$ cat src/rtl/agc_fetch_sequencer.sv
// -----------------------------------------------------------------------------
// agc_fetch_sequencer
//
// Purpose:
//   Owns the program counter Z and fetches instruction words from memory over
//   a level req / pulse ack handshake. Each 16-bit word carries 15 data bits
//   plus an odd-parity bit in [15]. A word that passes the parity check is
//   handed to the decode stage with a valid/ready handshake. A one-cycle tp
//   pulse marks the first cycle of each new instruction. The sequencer also
//   handles branch redirects, memory timeouts (retry of the same Z) and parity
//   alarms (fetching halts until a branch arrives).
//
// Ports:
//   clk          in   1   system clock, rising edge
//   reset        in   1   asynchronous active-high reset
//   mem_req      out  1   read request, held until mem_ack
//   mem_addr     out  12  read address, always equal to z
//   mem_ack      in   1   one-cycle ack, mem_rdata valid in the same cycle
//   mem_rdata    in   16  [15] parity, [14:0] word
//   instr        out  15  fetched instruction
//   instr_valid  out  1   instr holds an unconsumed instruction
//   instr_ready  in   1   decode stage accepts instr
//   tp           out  1   pulse on the first cycle of each new instr_valid
//   branch_en    in   1   one-cycle request to redirect Z
//   branch_addr  in   12  redirect target
//   z            out  12  address of the next/current fetch
//   parity_err   out  1   sticky parity alarm
//   timeout_err  out  1   sticky timeout alarm
// -----------------------------------------------------------------------------
module agc_fetch_sequencer #(
  parameter logic [11:0] RESET_Z        = 12'o4000,
  parameter int          TIMEOUT_CYCLES = 15
) (
  input  logic        clk,
  input  logic        reset,
  output logic        mem_req,
  output logic [11:0] mem_addr,
  input  logic        mem_ack,
  input  logic [15:0] mem_rdata,
  output logic [14:0] instr,
  output logic        instr_valid,
  input  logic        instr_ready,
  output logic        tp,
  input  logic        branch_en,
  input  logic [11:0] branch_addr,
  output logic [11:0] z,
  output logic        parity_err,
  output logic        timeout_err
);

  typedef enum logic [1:0] {
    S_IDLE    = 2'd0,
    S_FETCH   = 2'd1,
    S_PRESENT = 2'd2,
    S_PERR    = 2'd3
  } state_t;

  localparam logic [7:0] TMO_LIMIT = 8'(TIMEOUT_CYCLES);

  // Odd parity: the XOR of all 16 bits must be 1 for a good word.
  function automatic logic f_parity_ok(input logic [15:0] word);
    return ^word;
  endfunction

  state_t      r_state;
  logic [11:0] r_z;
  logic        r_mem_req;
  logic [14:0] r_instr;
  logic        r_instr_valid;
  logic        r_tp;
  logic        r_parity_err;
  logic        r_timeout_err;
  logic        r_br_pend;
  logic [11:0] r_br_addr;
  logic [7:0]  r_tcnt;

  // A branch arriving in the same cycle as ack/timeout counts as pending too,
  // and the newest branch_en always overrides the stored target.
  logic        w_br_take;
  logic [11:0] w_br_target;
  logic        w_tmo_hit;

  assign w_br_take   = r_br_pend | branch_en;
  assign w_br_target = branch_en ? branch_addr : r_br_addr;
  assign w_tmo_hit   = ((r_tcnt + 8'd1) == TMO_LIMIT);

  // Fetch/present state machine with all outputs registered.
  always_ff @(posedge clk or posedge reset) begin
    if (reset) begin
      r_state       <= S_IDLE;
      r_z           <= RESET_Z;
      r_mem_req     <= 1'b0;
      r_instr       <= 15'd0;
      r_instr_valid <= 1'b0;
      r_tp          <= 1'b0;
      r_parity_err  <= 1'b0;
      r_timeout_err <= 1'b0;
      r_br_pend     <= 1'b0;
      r_br_addr     <= 12'd0;
      r_tcnt        <= 8'd0;
    end else begin
      // tp is only ever raised for the single cycle after a good ack.
      r_tp <= 1'b0;
      case (r_state)
        S_IDLE: begin
          if (branch_en) begin
            // Redirect costs one more idle cycle before the fetch starts.
            r_z           <= branch_addr;
            r_instr_valid <= 1'b0;
          end else begin
            r_state   <= S_FETCH;
            r_mem_req <= 1'b1;
            r_tcnt    <= 8'd0;
          end
        end

        S_FETCH: begin
          if (mem_ack) begin
            r_mem_req <= 1'b0;
            r_tcnt    <= 8'd0;
            r_br_pend <= 1'b0;
            if (w_br_take) begin
              // Word belongs to the abandoned path: discard it unchecked.
              r_z     <= w_br_target;
              r_state <= S_IDLE;
            end else if (f_parity_ok(mem_rdata)) begin
              r_instr       <= mem_rdata[14:0];
              r_instr_valid <= 1'b1;
              r_tp          <= 1'b1;
              r_z           <= r_z + 12'd1;
              r_state       <= S_PRESENT;
            end else begin
              r_parity_err <= 1'b1;
              r_state      <= S_PERR;
            end
          end else if (w_tmo_hit) begin
            // Drop the request for one idle cycle, then retry (or redirect).
            r_timeout_err <= 1'b1;
            r_tcnt        <= 8'd0;
            r_mem_req     <= 1'b0;
            r_br_pend     <= 1'b0;
            r_state       <= S_IDLE;
            if (w_br_take) begin
              r_z <= w_br_target;
            end
          end else begin
            r_tcnt <= r_tcnt + 8'd1;
            if (branch_en) begin
              r_br_pend <= 1'b1;
              r_br_addr <= branch_addr;
            end
          end
        end

        S_PRESENT: begin
          // A branch together with ready still consumes the instruction.
          if (branch_en) begin
            r_z           <= branch_addr;
            r_instr_valid <= 1'b0;
            r_state       <= S_IDLE;
          end else if (instr_ready) begin
            r_instr_valid <= 1'b0;
            r_state       <= S_IDLE;
          end
        end

        S_PERR: begin
          // Fetching stays halted; only a branch restarts it.
          if (branch_en) begin
            r_z     <= branch_addr;
            r_state <= S_IDLE;
          end
        end

        default: begin
          r_state       <= S_IDLE;
          r_mem_req     <= 1'b0;
          r_instr_valid <= 1'b0;
        end
      endcase
    end
  end

  assign mem_req     = r_mem_req;
  assign mem_addr    = r_z;
  assign instr       = r_instr;
  assign instr_valid = r_instr_valid;
  assign tp          = r_tp;
  assign z           = r_z;
  assign parity_err  = r_parity_err;
  assign timeout_err = r_timeout_err;

endmodule

$ cat config.mk
export PLATFORM = sky130hd
export DESIGN_NAME = agc_fetch_sequencer
export DESIGN_NICKNAME = d
export VERILOG_FILES = /design/src/rtl/agc_fetch_sequencer.sv
export SDC_FILE = /design/constraint.sdc
export NUM_CORES = 1
export LEC_CHECK = 0
export BUFFER_PORTS_ARGS = -buffer_cell sky130_fd_sc_hd__buf_4
export CORE_UTILIZATION = 48
export DETAILED_ROUTE_END_ITERATION = 10
export HOLD_SLACK_MARGIN = 0.05
export PLACE_DENSITY = 0.73
export SETUP_SLACK_MARGIN = 0.2
export SLEW_MARGIN = 20
export SYNTH_ARGS = -nofsm -noshare
export SYNTH_HDL_FRONTEND = slang
export SYNTH_SLANG_ARGS = --single-unit
export TNS_END_PERCENT = 50
$ cat constraint.sdc
create_clock -name clk -period 2.4 [get_ports clk]
set_input_delay 0.72 -clock clk [delete_from_list [all_inputs] [get_ports clk]]
set_output_delay 0.72 -clock clk [all_outputs]
set_load 0.05 [all_outputs]
Yosys cells after proc, flatten, opt, wreduce, memory -nomap -nowiden
Index checks and enable logic that the tools add are counted.
{"block": "totals", "ff_bits": 55, "out_inout_bits": 44, "word_cells": 88}
{"block": "classes", "addsub": 2, "eq_ne": 15, "n_mux": 39, "bitwise_logic": 5, "n_reduce_logical": 16}
{"op": "$mux W12", "count": 7}
{"op": "$mux W8", "count": 3}
{"op": "$pmux W12 S2", "count": 1}
{"op": "$mux W1", "count": 17}
{"op": "$pmux W8 S2", "count": 1}
{"op": "$reduce_and A4 Y1", "count": 4}
{"op": "$reduce_xor A16 Y1", "count": 1}
{"op": "$mux W2", "count": 7}
{"op": "$add A12 B1 Y12 const B", "count": 1}
{"op": "$ne A2 B2 Y1 const B", "count": 6}
{"op": "$ne A3 B3 Y1 const B", "count": 4}
{"op": "$reduce_and A3 Y1", "count": 3}
{"op": "$add A8 B1 Y8 const B", "count": 1}
{"op": "$eq A8 B4 Y1 const B", "count": 1}
{"op": "$pmux W2 S4", "count": 1}
{"op": "$reduce_and A6 Y1", "count": 1}
{"op": "$reduce_bool A3 Y1", "count": 2}
{"op": "$eq A2 B2 Y1 const B", "count": 2}
{"op": "$not A1 Y1", "count": 4}
{"op": "$reduce_and A2 Y1", "count": 2}
{"op": "$pmux W1 S3", "count": 1}
{"op": "$reduce_or A3 Y1", "count": 1}
{"op": "$eq A2 B1 Y1 const B", "count": 1}
{"op": "$logic_not A2 Y1", "count": 1}
{"op": "4 further kinds", "count": 4}

Logic depth before layout (Yosys ltp)
{"block": "depth", "depth_word": 5, "depth_mapped": 9}

Least setup slack after synthesis
No wires, ideal clock.
{"block": "synth_timing", "path_kind": "input-to-reg", "startpoint": "input mem_rdata[8]", "endpoint": "register r_instr[14], in the netlist instr[14]", "setup_time_ns": 0.125, "arrival_time_ns": 2.247, "setup_slack_ns": 0.028, "path_stages": 7, "path_buffers": 1, "cell_sequence": "xor2_1 > xnor2_1 > xnor2_1 > xnor2_2 > nor3_4 > buf_6 > mux2_2"}
{"block": "synth_between", "elab_chain_len": 2}
{"item": "start, declared", "line_no": "39", "text": "input logic [15:0] mem_rdata,"}
{"item": "$reduce_xor A16 Y1", "line_no": "62", "text": "return ^word;"}
{"item": "$reduce_and A4 Y1 (no line)"}
{"item": "end signal, assigned", "line_no": "127", "text": "r_instr <= mem_rdata[14:0];"}
{"item": "end, declared", "line_no": "68", "text": "logic [14:0] r_instr;"}
No other way between the ends.
A chain may end at the register's enable or synchronous reset.

Worst setup path in the final report
{"block": "layout_timing", "startpoint": "register r_tcnt[0]", "endpoint": "register r_br_addr[5]"}
{"block": "layout_between", "elab_chain_len": 4}
{"item": "start, declared", "line_no": "75", "text": "logic [7:0] r_tcnt;"}
{"item": "start signal, assigned", "line_no": "147", "text": "r_tcnt <= r_tcnt + 8'd1;"}
{"item": "$add A8 B1 Y8", "line_no": "85", "text": "assign w_tmo_hit = ((r_tcnt + 8'd1) == TMO_LIMIT);"}
{"item": "$eq A8 B4 Y1", "line_no": "85"}
{"item": "$not A1 Y1 (no line)"}
{"item": "$reduce_and A3 Y1 (no line)"}
{"item": "end signal, assigned", "line_no": "150", "text": "r_br_addr <= branch_addr;"}
{"item": "end, declared", "line_no": "74", "text": "logic [11:0] r_br_addr;"}
No other way between the ends.

==> results.tsv <==
stage	metric	value	unit
pwr	PD cells	1460	nW/µm²
yosys	Avg Inst Size Synth	10.3	µm²
status	run status	complete, no violations	
sta	Max Freq	455	MHz
cts	Hold-fix buffers, CTS	0	
placement	Port Buf Inserts	76	
sta	worst hold margin	0.439	ns
cts	clk buf depth	2	
sta	Tcrit/Tclk final	0.915	
yosys	Syn Inst Count	294	
yosys	ys flop type	dfrtp_1	
routing	DRC	0	
global_routing	grt ovf	0	
pwr	LEAKAGE	1.78	nW
global_routing	initial antenna violation count	0	
cts	H-tree levels	2	
cts	clock slew at reported path FFs	0.10	ns
worst_hold_path	Hold Path Class	in -> async	
setup_path	CP Data Arrival Time	2.40	ns
routing	via-per-instance ratio	5.50	
yosys	ys async rst share	1.00	
yosys	post-synth cell types	44	
sta	setup violators final	0	
placement	HPWL after DPL	4880	µm
sta	RSZ-0062 raised after global routing	yes	
final_layout	fill count	463	
final_layout	ANT cells	0	
routing	WL/cell	16.2	µm
final_layout	multi-input combinational cell area	1530	µm²
setup_path	r2r startpoint	r_tcnt[0]	
sta	Final min period	2.20	ns
global_routing	largest net degree at the start of global routing	56	
global_routing	first-pass GRT wire length	11100	µm
final_layout	sequential cell area	1380	µm²
routing	first drt pass iteration count	4	
placement	pre-CTS WS	-0.0445	ns
floorplanning	die width	81.3	µm
sta	final count of pins violating max slew	0	
setup_path	CP required	2.60	ns
setup_path	setup slack, reg-to-reg	0.20	ns
floorplanning	die area	6620	µm²
setup_path	crit path to	r_br_addr[5]	
floorplanning	site row count	28	
floorplanning	die height	81.3	µm
sta	slew of the pin with the lowest slew margin	0.399	ns
setup_path	worst-path maximum fanout	5	
cts	CTS Buf Count	5	
floorplanning	Initial Utilization	0.504	
final_layout	share of post-route cells with drive strength above 1	0.434	
routing	Initial DRC Count	184	
global_routing	vias in the first global route	2310	
setup_path	Crit Path Category	reg -> reg	
cts	CTS root buf	clkbuf_8	
pwr	total power	5.78	mW
cts	CTS tree	built	
final_layout	area delta synth->final	30.8	%
flow_run	number of max-cap violations	0	
pwr	Peak VDD IR	1.01	mV
setup_path	critical register-to-register path endpoint	r_br_addr[5]	
routing	Detail Route Antenna Nets	0	
yosys	Synth Register Bits	55	
final_layout	nets	411	
sta	Final Hold Viols	0	
yosys	sequential share of the synthesized area	0.456	
sta	final setup margin	0.203	ns
yosys	syn_nets	330	
sta	Max-slew headroom	0.733	
setup_path	R2R depth	8	
yosys	YS warnings	0	
yosys	count of flip-flops with a built-in enable after synthesis	0	
yosys	mapped cell area	3020	µm²
global_routing	total track usage	0.223	
floorplanning	core area	5990	µm²
cts	CTS sink cnt	55	
floorplanning	IO Count	77	
sta	skew final	0.0108	ns
setup_path	Critical Path Source Type	flop	
routing	total wire length	7290	µm
cts	Clock Latency Late Sink	0.31	ns
routing	via count	2482	
placement	gpl congestion	0.781	
setup_path	CP Launch Point	r_tcnt[0]	
setup_path	Setup crit end kind	flop	
per-stage QoR:
| step | instances | instance area [µm²] | TNS (ns) | util |
|---|---|---|---|---|
| finish | 451 | 3950 | 0 | 0.660 |
| global route | 451 | 3950 | 0 | 0.660 |
| CTS | 447 | 3820 | 0 | 0.638 |
| detailed placement | 435 | 3670 | -0.516 | 0.613 |
| global placement | 435 | 3670 | -0.0304 | 0.613 |
| floorplan | 294 | 3020 | 0 | - |
area by class of cell:
type                    count  area share
well taps                  75      0.0237
clock buffers               8      0.0253
flip-flops and latches     55       0.350
repair buffers            100       0.208
inverters                   7     0.00665
multi-input cells         206       0.387
layout by cell type (no fill, tap or decap), drive strengths merged, types with 2 or more instances in the layout:
cell	netlist	routed
a21o	2	2
a21oi	22	22
a22oi	7	7
a31o	3	3
and2	3	3
and3	3	3
and4	2	2
buf	18	99
clkbuf	7	9
dfrtp	54	54
ha	3	3
inv	7	7
mux2	30	30
nand2	20	20
nand2b	4	4
nand3	12	12
nand4	3	3
nor2	23	23
nor2b	2	2
nor3	6	6
o21ai	15	15
o22ai	5	5
xnor2	23	23
xor2	5	5
routing by layer:
metal,vias up,track usage,share of wire
met5,-,0,0
met4,0,0.0643,0.011
met3,8,0.0528,0.058
met2,75,0.356,0.49
met1,1219,0.299,0.44
li1,1180,-,-
timing repair:
action	4_1_cts	5_1_grt
cloned	0	1
setup endpoints to repair	23	25
buffers inserted	4	3
pin swaps	5	9
resized for setup	5	19
state kept, by name, indices dropped and copies added, names as in the netlist:
| name | flops |
|---|---|
| timeout_err | 1 |
| r_br_pend | 1 |
| r_state | 2 |
| instr_valid | 1 |
| mem_req | 1 |
| tp | 1 |
| parity_err | 1 |
| r_tcnt | 8 |
| mem_addr | 12 |
| instr | 15 |
| r_br_addr | 12 |
how the worst min path moves through the flow:
stage	start	end	slack, ns	cells past startpoint
after CTS	reset	r_tcnt[7]	0.47	3
final	reset	r_tcnt[7]	0.44	3
after global routing	reset	r_tcnt[7]	0.49	3
after floorplan	r_br_addr[0]	r_br_addr[0]	0.44	2
after detailed placement	parity_err	parity_err	0.46	1
after global placement	parity_err	parity_err	0.46	1
critical path: stages (launching register included):
cell and delay, ns:
dfrtp_1 0.41, ha_2 0.22, and3_4 0.20, buf_6 0.12, a31o_4 0.25, a41oi_4 0.31
nand2_4 0.12, clkbuf_16 0.18, mux2_2 0.26
report_power, final:
part	internal, mW	switching [mW]
combinational	1.32	2.21
sequential	1.33	0.369
clock	0.264	0.299
total	2.91	2.87
cell usage after synthesis, drive strengths merged, types with 2 or more instances:
| cell type | n | area share |
|---|---|---|
| a21o | 2 | 0.0050 |
| a21oi | 22 | 0.036 |
| a22oi | 7 | 0.017 |
| a31o | 3 | 0.0087 |
| and2 | 3 | 0.0062 |
| and3 | 3 | 0.0062 |
| and4 | 2 | 0.0058 |
| buf | 18 | 0.043 |
| clkbuf | 7 | 0.0091 |
| dfrtp | 54 | 0.45 |
| ha | 3 | 0.012 |
| inv | 7 | 0.0087 |
| mux2 | 30 | 0.11 |
| nand2 | 20 | 0.025 |
| nand2b | 4 | 0.0083 |
| nand3 | 12 | 0.020 |
| nand4 | 3 | 0.0062 |
| nor2 | 23 | 0.029 |
| nor2b | 2 | 0.0041 |
| nor3 | 6 | 0.014 |
| o21ai | 15 | 0.025 |
| o22ai | 5 | 0.010 |
| xnor2 | 23 | 0.069 |
| xor2 | 5 | 0.014 |
kinds of logic after synthesis:
logic type	share of synthesized area
flops	0.456
buf+inv	0.0646
fa+ha+maj	0.0124
simple gates	0.130
mux	0.115
compound gates	0.138
xor+xnor	0.0836
(Power assumes the default switching activity.)
